`config.mk`:
```
export PLATFORM = sky130hd
export DESIGN_NAME = demux_1to2_flat
export DESIGN_NICKNAME = d
export VERILOG_FILES = /design/src/rtl/demux_1to2_if.sv /design/src/rtl/demux_1to2.sv /design/src/flat_wrapper.sv
export SDC_FILE = /design/constraint.sdc
export NUM_CORES = 1
export LEC_CHECK = 0
export ABC_AREA = 1
export CAP_MARGIN = 20
export CORE_MARGIN = 2
export CORE_UTILIZATION = 40
export DETAILED_ROUTE_END_ITERATION = 12
export GPL_TIMING_DRIVEN = 0
export SETUP_SLACK_MARGIN = 0.1
export SKIP_CTS_REPAIR_TIMING = 1
export SLEW_MARGIN = 20
export SYNTH_ARGS = -nofsm -noshare
export SYNTH_HDL_FRONTEND = slang
export SYNTH_SLANG_ARGS = --single-unit
```
`constraint.sdc`:
```
create_clock -name clk -period 3.2 [get_ports clk]
set_input_delay 0.8 -clock clk [delete_from_list [all_inputs] [get_ports clk]]
set_output_delay 0.8 -clock clk [all_outputs]
set_load 0.01 [all_outputs]
```
`src/rtl/demux_1to2_if.sv`:
```
// Bus bundle for the 1:2 serial demultiplexer: serial input strobe plus
// one valid/ready word port per output channel.
interface demux_1to2_if #(
   parameter int WIDTH = 8
);

   logic             y;
   logic             se;
   logic             en;

   logic [WIDTH-1:0] a_data;
   logic             a_valid;
   logic             a_ready;
   logic             a_ovf;

   logic [WIDTH-1:0] b_data;
   logic             b_valid;
   logic             b_ready;
   logic             b_ovf;

   // Master is the upstream source and downstream consumer; slave is the demux.
   modport master (
      output y, se, en, a_ready, b_ready,
      input  a_data, a_valid, a_ovf, b_data, b_valid, b_ovf
   );

   modport slave (
      input  y, se, en, a_ready, b_ready,
      output a_data, a_valid, a_ovf, b_data, b_valid, b_ovf
   );

endinterface

```
`src/rtl/demux_1to2.sv`:
```
// 1:2 serial demultiplexer: steers strobed serial bits into one of two
// LSB-first word assemblers, each with a one-deep valid/ready output and sticky overflow.
module demux_1to2 #(
   parameter int WIDTH = 8
) (
   input  logic          clk,
   input  logic          rst,
   demux_1to2_if.slave   bus
);

   localparam int            CW   = (WIDTH > 2) ? $clog2(WIDTH) : 1;
   localparam logic [CW-1:0] LAST = CW'(WIDTH - 1);

   for (genvar c = 0; c < 2; c++) begin : chan
      logic             ready;
      logic             accept;
      logic             complete;
      logic             transfer;
      logic [WIDTH-1:0] word;
      logic [WIDTH-1:0] shreg;
      logic [CW-1:0]    cnt;
      logic [WIDTH-1:0] data_q;
      logic             valid_q;
      logic             ovf_q;

      if (c == 0) begin : sel_a
         assign ready = bus.a_ready;
      end else begin : sel_b
         assign ready = bus.b_ready;
      end

      // New bits enter at the MSB so the first bit ends up at bit 0 after WIDTH shifts.
      assign accept   = bus.en && (bus.se == 1'(c));
      assign word     = {bus.y, shreg[WIDTH-1:1]};
      assign complete = accept && (cnt == LAST);
      assign transfer = valid_q && ready;

      always_ff @(posedge clk or posedge rst) begin
         if (rst) begin
            shreg <= '0;
            cnt   <= '0;
         end else if (accept) begin
            shreg <= word;
            cnt   <= complete ? '0 : cnt + 1'b1;
         end
      end

      // A completed word is kept only if the holding slot is empty or drains on this edge.
      always_ff @(posedge clk or posedge rst) begin
         if (rst) begin
            data_q  <= '0;
            valid_q <= 1'b0;
            ovf_q   <= 1'b0;
         end else if (complete) begin
            if (!valid_q || transfer) begin
               data_q  <= word;
               valid_q <= 1'b1;
            end else begin
               ovf_q   <= 1'b1;
            end
         end else if (transfer) begin
            valid_q <= 1'b0;
         end
      end
   end

   assign bus.a_data  = chan[0].data_q;
   assign bus.a_valid = chan[0].valid_q;
   assign bus.a_ovf   = chan[0].ovf_q;
   assign bus.b_data  = chan[1].data_q;
   assign bus.b_valid = chan[1].valid_q;
   assign bus.b_ovf   = chan[1].ovf_q;

endmodule

```
`src/flat_wrapper.sv`:
```
// flat-port wrapper written by rule: the top's interface ports become plain ports
module demux_1to2_flat 
#(
   parameter int WIDTH = 8
)
  (clk, rst, bus_y, bus_se, bus_en, bus_a_ready, bus_b_ready, bus_a_data, bus_a_valid, bus_a_ovf, bus_b_data, bus_b_valid, bus_b_ovf);
  demux_1to2_if #(.WIDTH(WIDTH)) bus_i ();
  input  logic clk;
  input  logic rst;
  input wire logic [$bits(bus_i.y)-1:0] bus_y;
  input wire logic [$bits(bus_i.se)-1:0] bus_se;
  input wire logic [$bits(bus_i.en)-1:0] bus_en;
  input wire logic [$bits(bus_i.a_ready)-1:0] bus_a_ready;
  input wire logic [$bits(bus_i.b_ready)-1:0] bus_b_ready;
  output wire logic [$bits(bus_i.a_data)-1:0] bus_a_data;
  output wire logic [$bits(bus_i.a_valid)-1:0] bus_a_valid;
  output wire logic [$bits(bus_i.a_ovf)-1:0] bus_a_ovf;
  output wire logic [$bits(bus_i.b_data)-1:0] bus_b_data;
  output wire logic [$bits(bus_i.b_valid)-1:0] bus_b_valid;
  output wire logic [$bits(bus_i.b_ovf)-1:0] bus_b_ovf;
  assign bus_i.y = bus_y;
  assign bus_i.se = bus_se;
  assign bus_i.en = bus_en;
  assign bus_i.a_ready = bus_a_ready;
  assign bus_i.b_ready = bus_b_ready;
  assign bus_a_data = bus_i.a_data;
  assign bus_a_valid = bus_i.a_valid;
  assign bus_a_ovf = bus_i.a_ovf;
  assign bus_b_data = bus_i.b_data;
  assign bus_b_valid = bus_i.b_valid;
  assign bus_b_ovf = bus_i.b_ovf;
  demux_1to2 #(.WIDTH(WIDTH)) u_core (.clk(clk), .rst(rst), .bus(bus_i));
endmodule
```
* Yosys cells after proc, flatten, opt, wreduce, memory -nomap -nowiden *
Index checks and enable logic that the tools add are counted.

storage, ports and cells
  flip-flop bits (word level) = 42
  input bits = 7
  output and inout bits = 20

cells by class
  $add $sub $neg = 2
  equal/unequal tests = 4
  muxes and demuxes = 8
  bitwise logic cells = 3
  reductions and logical operators = 18

operators with widths
  cell                   count
  $reduce_and A2 Y1      6
  $add A3 B1 Y3 const B  2
  $eq A3 B3 Y1 const B   2
  $logic_and A1 B1 Y1    6
  $mux W1                6
  $mux W3                2
  $ne A2 B2 Y1 const B   2
  $reduce_bool A2 Y1     2
  $not A1 Y1             3
  $logic_not A1 Y1       2
  $logic_or A1 B1 Y1     2

* Longest topological paths before layout *
Gate-level depths: netlist of the first run.

  depth after elaboration = 5
  gate-level depth with buffers = 7

* Worst setup path before layout of the first run *
OpenSTA, ideal clock, no wires.

  path type = input to register
  start = in bus_en
  end = reg u_core.chan[0].data_q[0] (netlist: u_core.bus.a_data[0])
  setup time = 0.118 ns
  data arrival time = 1.262 ns
  required time = 3.082 ns
  path slack = 1.820 ns
  stages = 5
  path buffers = 0
  cell sequence = inv_2 nor2_4 nand3_1 nand2_1 nand2_1

between the ends
  cells in the longest elaborated chain, start to end = 3

RTL lines
  what                         line                text
  start, declared              flat_wrapper.sv:12  input wire logic [$bits(bus_i.en)-1:0] bus_en;
  $logic_and A1 B1 Y1          demux_1to2.sv:33    assign accept = bus.en && (bus.se == 1'(c));
  $logic_and A1 B1 Y1          demux_1to2.sv:35    assign complete = accept && (cnt == LAST);
  $reduce_and A2 Y1 (no line)  --
  end signal, assigned         demux_1to2.sv:56    data_q <= word;
  end, declared                demux_1to2.sv:22    logic [WIDTH-1:0] data_q;

No other way between the ends.
A chain may end at the register's enable or synchronous reset.

* Worst setup path after layout of the first run *
  start = reg u_core.chan[1].data_q[7] (netlist: u_core.bus.b_data[7])
  end = out bus_b_data[7]

RTL lines
  what                    line                text
  start, declared         demux_1to2.sv:22
  start signal, assigned  demux_1to2.sv:56
  end, declared           flat_wrapper.sv:18  output wire logic [$bits(bus_i.b_data)-1:0] bus_b_data;

No word-level cell between the ends.

==> results of run 1 <==
==> worst max path at each step <==
| stage | end | slack, ns | cells after the start | start |
|---|---|---|---|---|
| floorplan | u_core.bus.a_data[0] | 1.48 | 1 | rst |
| global placement | u_core.chan[0].cnt[2] | 0.70 | 2 | rst |
| detailed placement | u_core.bus.a_data[1] | 1.10 | 6 | bus_en |
| CTS | bus_b_data[7] | 1.19 | 1 | u_core.bus.b_data[7] |
| global route | bus_b_data[7] | 1.15 | 1 | u_core.bus.b_data[7] |
| finish | bus_b_data[7] | 1.21 | 1 | u_core.bus.b_data[7] |
==> cell usage after synthesis, drive strengths merged <==
master | instances | share of area
nand2 | 82 | 0.19
dfrtp | 40 | 0.60
nand3 | 15 | 0.045
inv | 12 | 0.027
nand4 | 8 | 0.030
buf | 6 | 0.038
o21ai | 6 | 0.018
ha | 4 | 0.030
nor2 | 2 | 0.013
o21bai | 2 | 0.0089
clkbuf | 1 | 0.0045
==> registers in the layout, indices dropped and copies added (netlist names) <==
name,flops
u_core.bus.a_data,8
u_core.bus.a_ovf,1
u_core.bus.a_valid,1
u_core.bus.b_data,8
u_core.bus.b_ovf,1
u_core.bus.b_valid,1
u_core.chan.cnt,6
u_core.chan.shreg,14
==> report_power, final <==
group | switching (mW) | internal (mW) | total (mW)
sequential | 0.0769 | 0.633 | 0.710
clock | 0.167 | 0.231 | 0.398
combinational | 0.182 | 0.201 | 0.382
==> through the flow <==
step                      setup WS, ns  cell area [sq um]   util  power, mW
final                             1.21               2130  0.528       1.49
after global routing              1.15               2130  0.528       1.59
after CTS                         1.19               2130  0.528       1.51
after detailed placement          1.10               2020  0.502       1.11
after global placement           0.701               2000  0.497       1.07
after floorplan                   1.48               1680      -      0.899
==> cell families (layout without fill, tap and decap cells) <==
logic type               after synthesis  after routing  share of synthesized area
buffers and inverters                 19             54                     0.0694
AND/OR/NAND/NOR                      107            107                      0.277
flip-flops                            40             40                      0.597
AO/OA/AOI/OAI                          8              8                     0.0268
adder cells (fa/ha/maj)                4              4                     0.0298
==> cells in the final DEF (no fill, tap or decap), types with 2 or more instances in the layout <==
master and count:
clkdlybuf4s50_1 26, o21ai_0 6, nand4_1 8, buf_12 2
buf_2 2, inv_1 9, nand3_1 15, nand2_1 80
nor2_4 2, inv_2 3, dfrtp_1 40, ha_1 4
clkbuf_8 5, o21bai_1 2
==> final cells by class <==
type,instances,area share
flip-flops and latches,40,0.470
multi-input cells,119,0.263
repair buffers,27,0.132
clock buffers,6,0.0341
plain buffers,7,0.0335
well taps,50,0.0294
inverters,12,0.0212
clock inverters,2,0.0165
==> metal layers <==
layer,track usage,vias to the layer above,share of wire
met3,0.0519,6,0.051
met2,0.258,31,0.48
li1,-,637,-
met4,0.0613,0,0.016
met1,0.193,620,0.45
met5,0,-,0
==> impl_results.md, run 1 <==
- Sum Neg Setup Slack: 0 ns
- CP top delay family: buffers and inverters
- Total core area: 4030 sq um
- CP max stage cell: clkdlybuf4s50_1
- Total track usage: 0.158
- Num rows: 23
- Netlist cell types: 18
- Cell chain of the critical path: clkdlybuf4s50_1
- Crit path time final: 1.99 ns
- Multi-input logic area: 561 sq um
- WL/cell: 12.5 um
- Critical path arrival: 1.19 ns
- Layout overhead on the synthesized area: 26.8%
- CP required: 2.40 ns
- PortBufs: 26
- Longest Clk Path Bufs: 2
- Vias per cell: 4.92
- Yosys reg bits: 40
- Syn Nets: 189
- Worst skew pair latency: 0.28 ns
- Max_cap viols: 0
- Min Hold Slack: 0.474 ns
- Clock slew at reported path FFs: 0.07 ns
- Vias: 1294
- IO Count: 27
- Final hold violations: 0
- Post-Syn Area per Cell: 9.43 sq um
- Post-Syn Area: 1680 sq um
- Worst Skew: 0.00458 ns
- Drt total wl: 3280 um
- Die width: 68.8 um
- Placed instance count: 255
- Top achievable clock speed: 0.503 GHz
- Final setup viols: 0
- Drt drc: 0
- Buffer and inverter count on the worst path: 1
- Vias in the first global route: 1245
- Yosys warns: 0
- DRC violation total after the first TritonRoute iteration: 48
- Unrepaired setup endpoints after global routing: false
- Final nets: 223
- Leak: 1.11 nW
- CTS Sinks: 40
- Slew Limit Fails: 0
- Worst Hold Class: reg -> reg
- Die area: 4730 sq um
- Worst r2r src: u_core.chan[1].cnt[0]
- Filler Cell Count: 376
- Startpoint Class: register
- H-tree levels: 2
- Worst VDD drop: 0.000310 V
- Remaining Overflow, GRT: 0
- Post-Layout Cell Count: 263
- Initial antenna violation count: 0
- Root buf cell: clkbuf_8
- Fin crit share: 0.621
- CTS tree: yes
- Crit. End Element: output port
- First-pass GRT wire length: 5460 um
- Die height: 68.8 um
- Reg area: 1000 sq um
- N_diodes: 0
- WHS Path Cells: 2
- RR Endpoint: u_core.bus.b_data[3]
- DR pass1 iterations: 4
- Largest net degree at the start of global routing: 35
- Hold Path Sink: u_core.bus.b_data[1]
- Gate Count Post-Synth: 178
- DP Wirelength: 2360 um
- R2R depth: 7
- Critical Path Max Stage Delay: 0.54 ns
- Status: complete, no violations
- Worst Hold Launch: u_core.bus.b_data[1]
- Initial Util: 0.416
- Share of cells above drive strength 1: 0.103
- Antenna Nets Post-Route: 0
- R2R Setup Slk: 1.81 ns
- CTS buffer count: 5
- Pwr Density: 701 nW/um^2
- WS Path Type: reg -> out
- Worst slew pin tran: 0.329 ns
- Placer Congestion: 0.762
- Relative slew slack: 0.780
- Seq/Total Area, Yosys: 0.597
- Crit-path max FO: 2
Note: power is estimated with default switching activity, not from simulation.
==> run 2, diff against run 1 <==
==> constraint.sdc (replaced) <==
create_clock -name clk -period 1.81 [get_ports clk]
set_input_delay 0.4525 -clock clk [delete_from_list [all_inputs] [get_ports clk]]
set_output_delay 0.4525 -clock clk [all_outputs]
set_load 0.01 [all_outputs]
==> results of run 2 <==
Same layout as run 1 (identical final DEF). Status: complete, no violations.
Among the figures that moved: setup slack after placement 1.10 ns -> 0.0584 ns; setup slack after layout 1.21 ns -> 0.169 ns; hold slack 0.474 ns -> 0.382 ns; register-to-register setup slack 1.81 ns -> 0.42 ns; total power 1.49 mW -> 2.64 mW; worst IR drop on VDD 0.000310 V -> 0.000548 V
